File: src/rtl/imem_fetch_arbiter.sv
// Shares one fixed-latency instruction memory port between the fetch stage and a
// loader/debug port, with a single 8-byte line buffer that serves repeat accesses.
module imem_fetch_arbiter #(
    parameter int WAIT_CYCLES = 6
) (
    input  logic        clk,
    input  logic        rst,
    input  logic        if_req,
    input  logic [15:0] if_addr,
    output logic        if_ack,
    input  logic        dbg_req,
    input  logic [15:0] dbg_addr,
    output logic        dbg_ack,
    output logic [63:0] rsp_line,
    output logic        busy,
    input  logic        flush,
    output logic [15:0] mem_address,
    input  logic [63:0] mem_ins
);

    // Handshake: a requester raises *_req with *_addr and holds both unchanged until
    // its *_ack pulses for exactly one cycle; rsp_line is valid in that ack cycle.
    // An ack is only ever issued from RESP, so a new request is taken in IDLE only.

    localparam int CNT_W = (WAIT_CYCLES > 1) ? $clog2(WAIT_CYCLES) : 1;
    localparam logic [CNT_W-1:0] CNT_LAST = CNT_W'(WAIT_CYCLES - 1);

    typedef enum logic [1:0] {
        ST_IDLE = 2'd0,
        ST_WAIT = 2'd1,
        ST_RESP = 2'd2
    } state_t;

    state_t           state_q, state_d;
    logic [CNT_W-1:0] cnt_q, cnt_d;
    logic             grant_q, grant_d;
    logic             last_grant_q, last_grant_d;
    logic [12:0]      tag_q, tag_d;
    logic             valid_q, valid_d;
    logic [63:0]      line_q, line_d;
    logic [15:0]      mem_address_q, mem_address_d;
    logic             nofill_q, nofill_d;

    logic             any_req;
    logic             sel;
    logic [12:0]      sel_line;
    logic             hit;

    // Byte offsets inside a line never affect which line is fetched.
    logic unused_offset_bits;
    assign unused_offset_bits = ^{if_addr[2:0], dbg_addr[2:0]};

    always_comb begin
        any_req = if_req | dbg_req;
        if (if_req && dbg_req) begin
            sel = ~last_grant_q;
        end else begin
            sel = dbg_req;
        end
        sel_line = sel ? dbg_addr[15:3] : if_addr[15:3];
        hit      = valid_q && !flush && (sel_line == tag_q);
    end

    always_comb begin
        state_d       = state_q;
        cnt_d         = cnt_q;
        grant_d       = grant_q;
        last_grant_d  = last_grant_q;
        tag_d         = tag_q;
        valid_d       = valid_q;
        line_d        = line_q;
        mem_address_d = mem_address_q;
        nofill_d      = nofill_q;

        case (state_q)
            ST_IDLE: begin
                if (flush) begin
                    valid_d = 1'b0;
                end
                if (any_req) begin
                    grant_d      = sel;
                    last_grant_d = sel;
                    if (hit) begin
                        state_d = ST_RESP;
                    end else begin
                        mem_address_d = {sel_line, 3'b000};
                        cnt_d         = '0;
                        nofill_d      = 1'b0;
                        state_d       = ST_WAIT;
                    end
                end
            end

            ST_WAIT: begin
                cnt_d = cnt_q + CNT_W'(1);
                if (flush) begin
                    nofill_d = 1'b1;
                end
                // The fill is still delivered after a flush, but is not kept as a hit line.
                if (cnt_q == CNT_LAST) begin
                    line_d  = mem_ins;
                    tag_d   = mem_address_q[15:3];
                    valid_d = !nofill_q && !flush;
                    state_d = ST_RESP;
                end
            end

            ST_RESP: begin
                if (flush) begin
                    valid_d = 1'b0;
                end
                state_d = ST_IDLE;
            end

            default: begin
                state_d = ST_IDLE;
            end
        endcase
    end

    always_ff @(posedge clk) begin
        if (rst) begin
            state_q       <= ST_IDLE;
            cnt_q         <= '0;
            grant_q       <= 1'b0;
            last_grant_q  <= 1'b1;
            tag_q         <= '0;
            valid_q       <= 1'b0;
            line_q        <= '0;
            mem_address_q <= '0;
            nofill_q      <= 1'b0;
        end else begin
            state_q       <= state_d;
            cnt_q         <= cnt_d;
            grant_q       <= grant_d;
            last_grant_q  <= last_grant_d;
            tag_q         <= tag_d;
            valid_q       <= valid_d;
            line_q        <= line_d;
            mem_address_q <= mem_address_d;
            nofill_q      <= nofill_d;
        end
    end

    assign if_ack      = (state_q == ST_RESP) && !grant_q;
    assign dbg_ack     = (state_q == ST_RESP) && grant_q;
    assign busy        = (state_q != ST_IDLE);
    assign rsp_line    = line_q;
    assign mem_address = mem_address_q;

endmodule
File: config.mk
export PLATFORM = sky130hd
export DESIGN_NAME = imem_fetch_arbiter
export DESIGN_NICKNAME = d
export VERILOG_FILES = /design/src/rtl/imem_fetch_arbiter.sv
export SDC_FILE = /design/constraint.sdc
export NUM_CORES = 1
export LEC_CHECK = 0
export CORE_MARGIN = 2
export CORE_UTILIZATION = 30
export CTS_BUF_LIST = sky130_fd_sc_hd__clkbuf_4
export DETAILED_ROUTE_END_ITERATION = 8
export GPL_TIMING_DRIVEN = 0
export PLACE_DENSITY = 0.67
export SLEW_MARGIN = 40
export SYNTH_ARGS = -nofsm -noshare
export SYNTH_HDL_FRONTEND = slang
export SYNTH_SLANG_ARGS = --single-unit
File: constraint.sdc
create_clock -name clk -period 5.44 [get_ports clk]
set_input_delay 1.632 -clock clk [delete_from_list [all_inputs] [get_ports clk]]
set_output_delay 1.632 -clock clk [all_outputs]
set_load 0.005 [all_outputs]
==> results of run 1 <==
## registers in the layout, indices dropped and copies added (netlist names)
signal,cells
valid_q,1
state_q,2
cnt_q,3
rsp_line,64
nofill_q,1
grant_q,1
tag_q,13
mem_address,13
last_grant_q,1
## cells in the final DEF (no fill, tap or decap), types with 4 or more instances in the layout
cell type        count
nand2b_1            10
a21oi_1             82
o32ai_1              8
nor2b_1              7
nor2_1               8
clkbuf_1            28
mux2i_1             11
o32ai_2              5
a22oi_1              5
clkdlybuf4s50_1    174
nand2_1            159
nor3_1               4
inv_1               25
dfxtp_1             99
nand3_1              5
buf_4                4
clkbuf_4            13
## area by class of cell
type | count | area share (%)
clock inverters | 3 | 0.6284
flip-flops and latches | 99 | 32.11
multi-input cells | 346 | 29.45
plain buffers | 37 | 2.919
well taps | 176 | 3.568
clock buffers | 13 | 1.581
repair buffers | 174 | 28.22
inverters | 25 | 1.520
## routing by layer
| metal | vias up | track usage [%] | wire, um |
|---|---|---|---|
| met5 | - | 0 | 0 |
| met3 | 16 | 5.094 | 1007 |
| met2 | 145 | 28.00 | 5793 |
| met4 | 0 | 7.195 | 193 |
| li1 | 2057 | - | - |
| met1 | 1880 | 20.79 | 5447 |
## power by group through the flow
| stage | combinational [mW] | clock [mW] | sequential (mW) |
|---|---|---|---|
| floorplan | 0.0782 | 0 | 0.766 |
| global placement | 0.196 | 0 | 0.767 |
| detailed placement | 0.197 | 0 | 0.767 |
| CTS | 0.199 | 0.414 | 0.752 |
| global route | 0.213 | 0.439 | 0.754 |
| finish | 0.198 | 0.391 | 0.751 |
## cells by family after synthesis
group,count (synthesis),synth area share (%)
and+or+nand+nor,203,20.89
adders and majority gates,2,0.6153
other,1,0.09222
AOI/OAI and AO/OA,122,19.14
xor gates and xnor gates,5,1.077
DFF,99,48.74
muxes,11,2.708
buffers and inverters,62,6.738
## worst min path at each step
stage | start | end | slack [ns] | cells after the start
after floorplan | valid_q | valid_q | 0.44 | 2
final | rsp_line[40] | rsp_line[40] | 0.46 | 2
after global routing | rsp_line[28] | rsp_line[28] | 0.48 | 2
after detailed placement | rsp_line[51] | rsp_line[51] | 0.45 | 2
after CTS | rsp_line[51] | rsp_line[51] | 0.47 | 2
after global placement | rsp_line[38] | rsp_line[38] | 0.44 | 2
## metrics by stage
step | utilization, % | power [mW] | hold slack [ns] | instances | instance area (um2)
6_report | 46.61 | 1.341 | 0.4630 | 873 | 6172
5_1_grt | 46.61 | 1.405 | 0.4807 | 873 | 6172
4_1_cts | 46.61 | 1.364 | 0.4651 | 873 | 6172
3_5_place_dp | 45.58 | 0.9646 | 0.4465 | 857 | 6036
3_3_place_gp | 45.58 | 0.9623 | 0.4420 | 857 | 6036
2_1_floorplan | - | 0.8440 | 0.4434 | 507 | 4074
## worst max-delay path, stage by stage
cell and delay [ns]:
clkdlybuf4s50_1 0.56, a21boi_2 0.21, buf_6 0.17, buf_8 0.16, mux2i_1 0.12, a222oi_1 0.30, nand4_1 0.24, o21ai_1 0.45
buf_4 0.30, o32ai_2 0.11
==> results.py, run 1 <==
metrics = {
    "clock_tree": {
        "cts_resized": 0,
        "cts_setup_buffers": 0,
        "cts_sinks": 99,
        "cts_made_buffers": 9,
        "clkSlewWorstSetupHoldPaths_ns": 0.14,
        "clock_latency_ns": 0.44,
        "cts-root-buf": "clkbuf_4",
        "h-tree-depth": 3,
        "tritoncts": "yes",
        "clock_path_buffers": 2,
        "cts_hold_buf": 0,
    },
    "placement": {
        "dp_hpwl_um": 9349,
        "gp_congestion": 0.8236,
        "pre_cts_ws_ns": 1.077,
        "portBuffers": 174,
    },
    "layout": {
        "ff_latch_area_um2": 1982,
        "n_antenna_cell": 0,
        "area_delta_synth_final_pct": 51.78,
        "multi_input_area_um2": 1818,
        "drive_gt1_share_pct": 4.448,
        "fillers": 1294,
        "finalNetCount": 795,
    },
    "critical_path": {
        "reg2reg_depth": 9,
        "critical_path_class": "in2reg",
        "worstPathRequired_ns": 5.76,
        "cp.arrival_ns": 4.27,
        "crit_fanout": 10,
        "startpoint_type": "primary input",
        "cp-end-kind": "flip-flop",
        "r2r_start": "last_grant_q",
        "endpoint": "mem_address[13]",
        "r2r_slack_ns": 2.93,
        "startpoint": "dbg_req",
        "r2r-end": "mem_address[13]",
    },
    "die": {
        "fp.coreArea_um2": 13240,
        "rows": 42,
        "dieHeight_um": 120.4,
        "io_pins": 184,
        "start_util_pct": 30.71,
        "dieArea_um2": 14500,
        "die-width_um": 120.4,
    },
    "logic_synthesis": {
        "ys.warnings.count": 0,
        "yosysUniqueCellTypes": 47,
        "synth_top_area_cell": "dfxtp_1",
        "synth_area_per_cell_um2": 8.052,
        "synthTopCellsByArea": "dfxtp_1 49%, nand2_1 15%, a21oi_1 10%",
        "ys_ff_latch": 99,
        "synth_most_common_cell": "nand2_1",
        "synth_edf_count": 0,
        "syn-instance-count": 505,
        "ys_async_sr_fraction_pct": 0,
        "synth_top_area_share_pct": 48.74,
        "synthFlopType": "dfxtp_1",
        "synth_common_cells": "159 x nand2_1, 99 x dfxtp_1, 82 x a21oi_1",
        "syn_area_um2": 4066,
        "ys_seq_area_share_pct": 48.74,
    },
    "timing": {
        "layout_setup_ws_ns": 1.487,
        "slew_headroom_pct": 53.52,
        "rsz0062_at_grt": "no",
        "setup_viol": 0,
        "period_needed_ns": 3.953,
        "fin_crit_sh_pct": 72.67,
        "clock_skew_ns": 0.01397,
        "worstMarginPinSlew_ns": 0.6973,
        "drv_slew": 0,
        "hold_violations": 0,
        "max_freq_mhz": 253.0,
        "setup-tns-final_ns": 0,
    },
    "drt": {
        "drc": 0,
        "dr.pass1.iters": 4,
        "wl_per_cell_um": 14.25,
        "vias": 4098,
        "drtIter0Drc": 180,
        "wirelength_um": 12440,
        "ant_nets": 0,
        "routed_via_density": 4.694,
    },
    "power": {
        "netSwitchingFraction_pct": 24.29,
        "p_clk_share_pct": 29.2,
        "p_comb_share_pct": 14.8,
        "internal_power_mw": 1.015,
        "p_leak_nw": 2.066,
        "p_sw_mw": 0.3257,
        "powerDensity_nw_per_um2": 217.2,
        "p_seq_share_pct": 56.0,
        "peakVddDrop_uv": 105.3,
    },
    "global_route": {
        "antenna_found_initial": 0,
        "grt_usage_pct": 17.07,
        "grt_max_degree": 15,
        "grt_pass1_vias": 4082,
        "grt-ovfl-total": 0,
        "grt_pass1_wl_um": 19700,
    },
    "run_status": {
        "outcome": "finished, final reports clean",
    },
    "min_path": {
        "hold_path_class": "reg2reg",
    },
    "job": {
        "cap_violations": 0,
    },
}
Note: power is estimated with default switching activity, not from simulation.
==> run 2, diff against run 1 <==
--- a/config.mk
+++ b/config.mk
@@ -10,7 +10,7 @@
 export CTS_BUF_LIST = sky130_fd_sc_hd__clkbuf_4
 export DETAILED_ROUTE_END_ITERATION = 8
 export GPL_TIMING_DRIVEN = 0
-export PLACE_DENSITY = 0.67
+export PLACE_DENSITY = 0.69
 export SLEW_MARGIN = 40
 export SYNTH_ARGS = -nofsm -noshare
 export SYNTH_HDL_FRONTEND = slang
==> constraint.sdc (replaced) <==
create_clock -name clk -period 3.2 [get_ports clk]
set_input_delay 0.96 -clock clk [delete_from_list [all_inputs] [get_ports clk]]
set_output_delay 0.96 -clock clk [all_outputs]
set_load 0.005 [all_outputs]
==> run 2 against run 1 <==
Global-route usage up 0.84 points. Power up 61%. Cell count up 0.11%. Clock-buffer cell count down 4. Sequential power up 70%. Clock power up 38%. Via count up 2.7%. Highest routed layer unchanged.
==> results.py, run 2 (same netlist as run 1, synthesis figures left out) <==
metrics = {
    "run_status": {
        "outcome": "finished, final reports clean",
    },
    "timing": {
        "max_freq_mhz": 325.9,
        "rsz0062_at_grt": "no",
        "setup_viol": 0,
        "fin_crit_sh_pct": 95.88,
        "clock_skew_ns": 0.01483,
        "period_needed_ns": 3.068,
        "whs_ns": 0.4610,
        "slew_headroom_pct": 57.12,
        "hold_violations": 0,
        "layout_setup_ws_ns": 0.1318,
        "setup-tns-final_ns": 0,
        "drv_slew": 0,
        "worstMarginPinSlew_ns": 0.6433,
    },
    "power": {
        "p_leak_nw": 2.046,
        "p_sw_mw": 0.5626,
        "internal_power_mw": 1.597,
        "p_clk_share_pct": 25.1,
        "p_comb_share_pct": 15.7,
        "p_seq_share_pct": 59.3,
        "powerDensity_nw_per_um2": 350.9,
        "netSwitchingFraction_pct": 26.05,
        "peakVddDrop_uv": 248.1,
        "power.total_mw": 2.159,
    },
    "die": {
        "start_util_pct": 30.71,
        "dieArea_um2": 14500,
        "dieHeight_um": 120.4,
        "rows": 42,
        "fp.coreArea_um2": 13240,
        "io_pins": 184,
        "die-width_um": 120.4,
    },
    "placement": {
        "placed_cell_area_um2": 6036,
        "dp_hpwl_um": 9955,
        "pre_cts_ws_ns": -0.4800,
        "gp_congestion": 0.8926,
        "portBuffers": 174,
        "dp_cells": 857,
    },
    "critical_path": {
        "crit_fanout": 10,
        "slowest_stage": "clkdlybuf4s50_1",
        "crit_path_max_incr_delay_ns": 0.55,
        "cp_cell_sequence": "clkdlybuf4s50_1 -> a21boi_2 -> buf_6 -> buf_8 -> mux2i_1 -> a22oi_1 -> o2111ai_2 -> o21a_1 -> buf_6 -> o32ai_1",
        "cp-end-kind": "flip-flop",
        "cp.arrival_ns": 3.44,
        "crit_top_cell": "buf_6",
        "critical_path_class": "in2reg",
        "startpoint_type": "primary input",
        "worstPathRequired_ns": 3.58,
        "reg2reg_depth": 8,
    },
    "drt": {
        "wirelength_um": 13070,
        "routed_via_density": 4.815,
        "dr.pass1.iters": 4,
        "drtIter0Drc": 193,
        "drc": 0,
        "ant_nets": 0,
        "wl_per_cell_um": 14.96,
        "vias": 4208,
    },
    "layout": {
        "largest_reg_flops": 64,
        "drive_gt1_share_pct": 4.161,
        "fillers": 1330,
        "layout_commonest_cell": "clkdlybuf4s50_1",
        "final_cell_count_no_fill": 874,
        "area_delta_synth_final_pct": 51.35,
        "fin_util_pct": 46.48,
        "finalNetCount": 796,
        "final_area_um2": 6155,
        "mostFrequentLayoutCells": "174 x clkdlybuf4s50_1, 159 x nand2_1, 99 x dfxtp_1, 82 x a21oi_1, 28 x clkbuf_1",
    },
    "global_route": {
        "antenna_found_initial": 1,
        "grt_usage_pct": 17.91,
        "grt_pass1_vias": 4154,
        "grt_max_degree": 15,
        "grt-ovfl-total": 0,
        "grt_pass1_wl_um": 20350,
    },
    "clock_tree": {
        "clock_latency_ns": 0.46,
        "cts-root-buf": "clkbuf_4",
        "tritoncts": "yes",
        "h-tree-depth": 3,
        "clock_path_buffers": 2,
        "clkSlewWorstSetupHoldPaths_ns": 0.14,
        "cts_made_buffers": 9,
        "cts_hold_buf": 0,
        "cts_sinks": 99,
    },
    "min_path": {
        "hold_path_class": "reg2reg",
        "hold_path_depth": 2,
    },
    "job": {
        "cap_violations": 0,
    },
}
run 2: worst max-delay path: cells and delay by family:
| kind | cells | cell delay [ns] |
|---|---|---|
| buffers and inverters | 4 | 1.08 |
| AO/OA/AOI/OAI | 5 | 1.29 |
| multiplexers | 1 | 0.10 |
run 2: layout make-up:
cell class,count,area [um2],share of cell area (%)
Sequential cell,99,1982,32.20
Timing Repair Buffer,175,1749,28.42
Antenna cell,1,2.502,0.04066
Multi-Input combinational cell,346,1836,29.82
Buffer,37,180.2,2.927
Inverter,25,93.84,1.525
Tap cell,176,220.2,3.578
Clock buffer,9,67.56,1.098
Clock inverter,6,23.77,0.3863
run 2: worst paths after layout:
kind / startpoint / slack [ns] / end
worst max register to register: state_q[1] / 0.81 / rsp_line[25]
worst min register to register: rsp_line[28] / 0.46 / rsp_line[28]
worst min-delay path: rsp_line[28] / 0.46 / rsp_line[28]
worst max-delay path: dbg_req / 0.13 / mem_address[10]
run 2: timing repair:
action                                  in CTS  in global routing
endpoints found under the setup margin       0                 10
resized for setup                            0                  3
setup buffers                                0                  1
run 2: power groups by stage:
stage	logic, mW	clock network, mW	registers [mW]
after floorplan	0.133	0	1.30
after global placement	0.331	0	1.31
after detailed placement	0.336	0	1.31
after CTS	0.338	0.571	1.28
after global routing	0.365	0.623	1.28
final	0.338	0.541	1.28
run 2: metal layers:
layer  track usage, %  up-vias  routed length (um)
met1            20.35     1980                5329
li1                 -     2057                   -
met5                0        -                   0
met4            7.485        0                 262
met3            6.132       28                1052
met2            30.58      143                6428
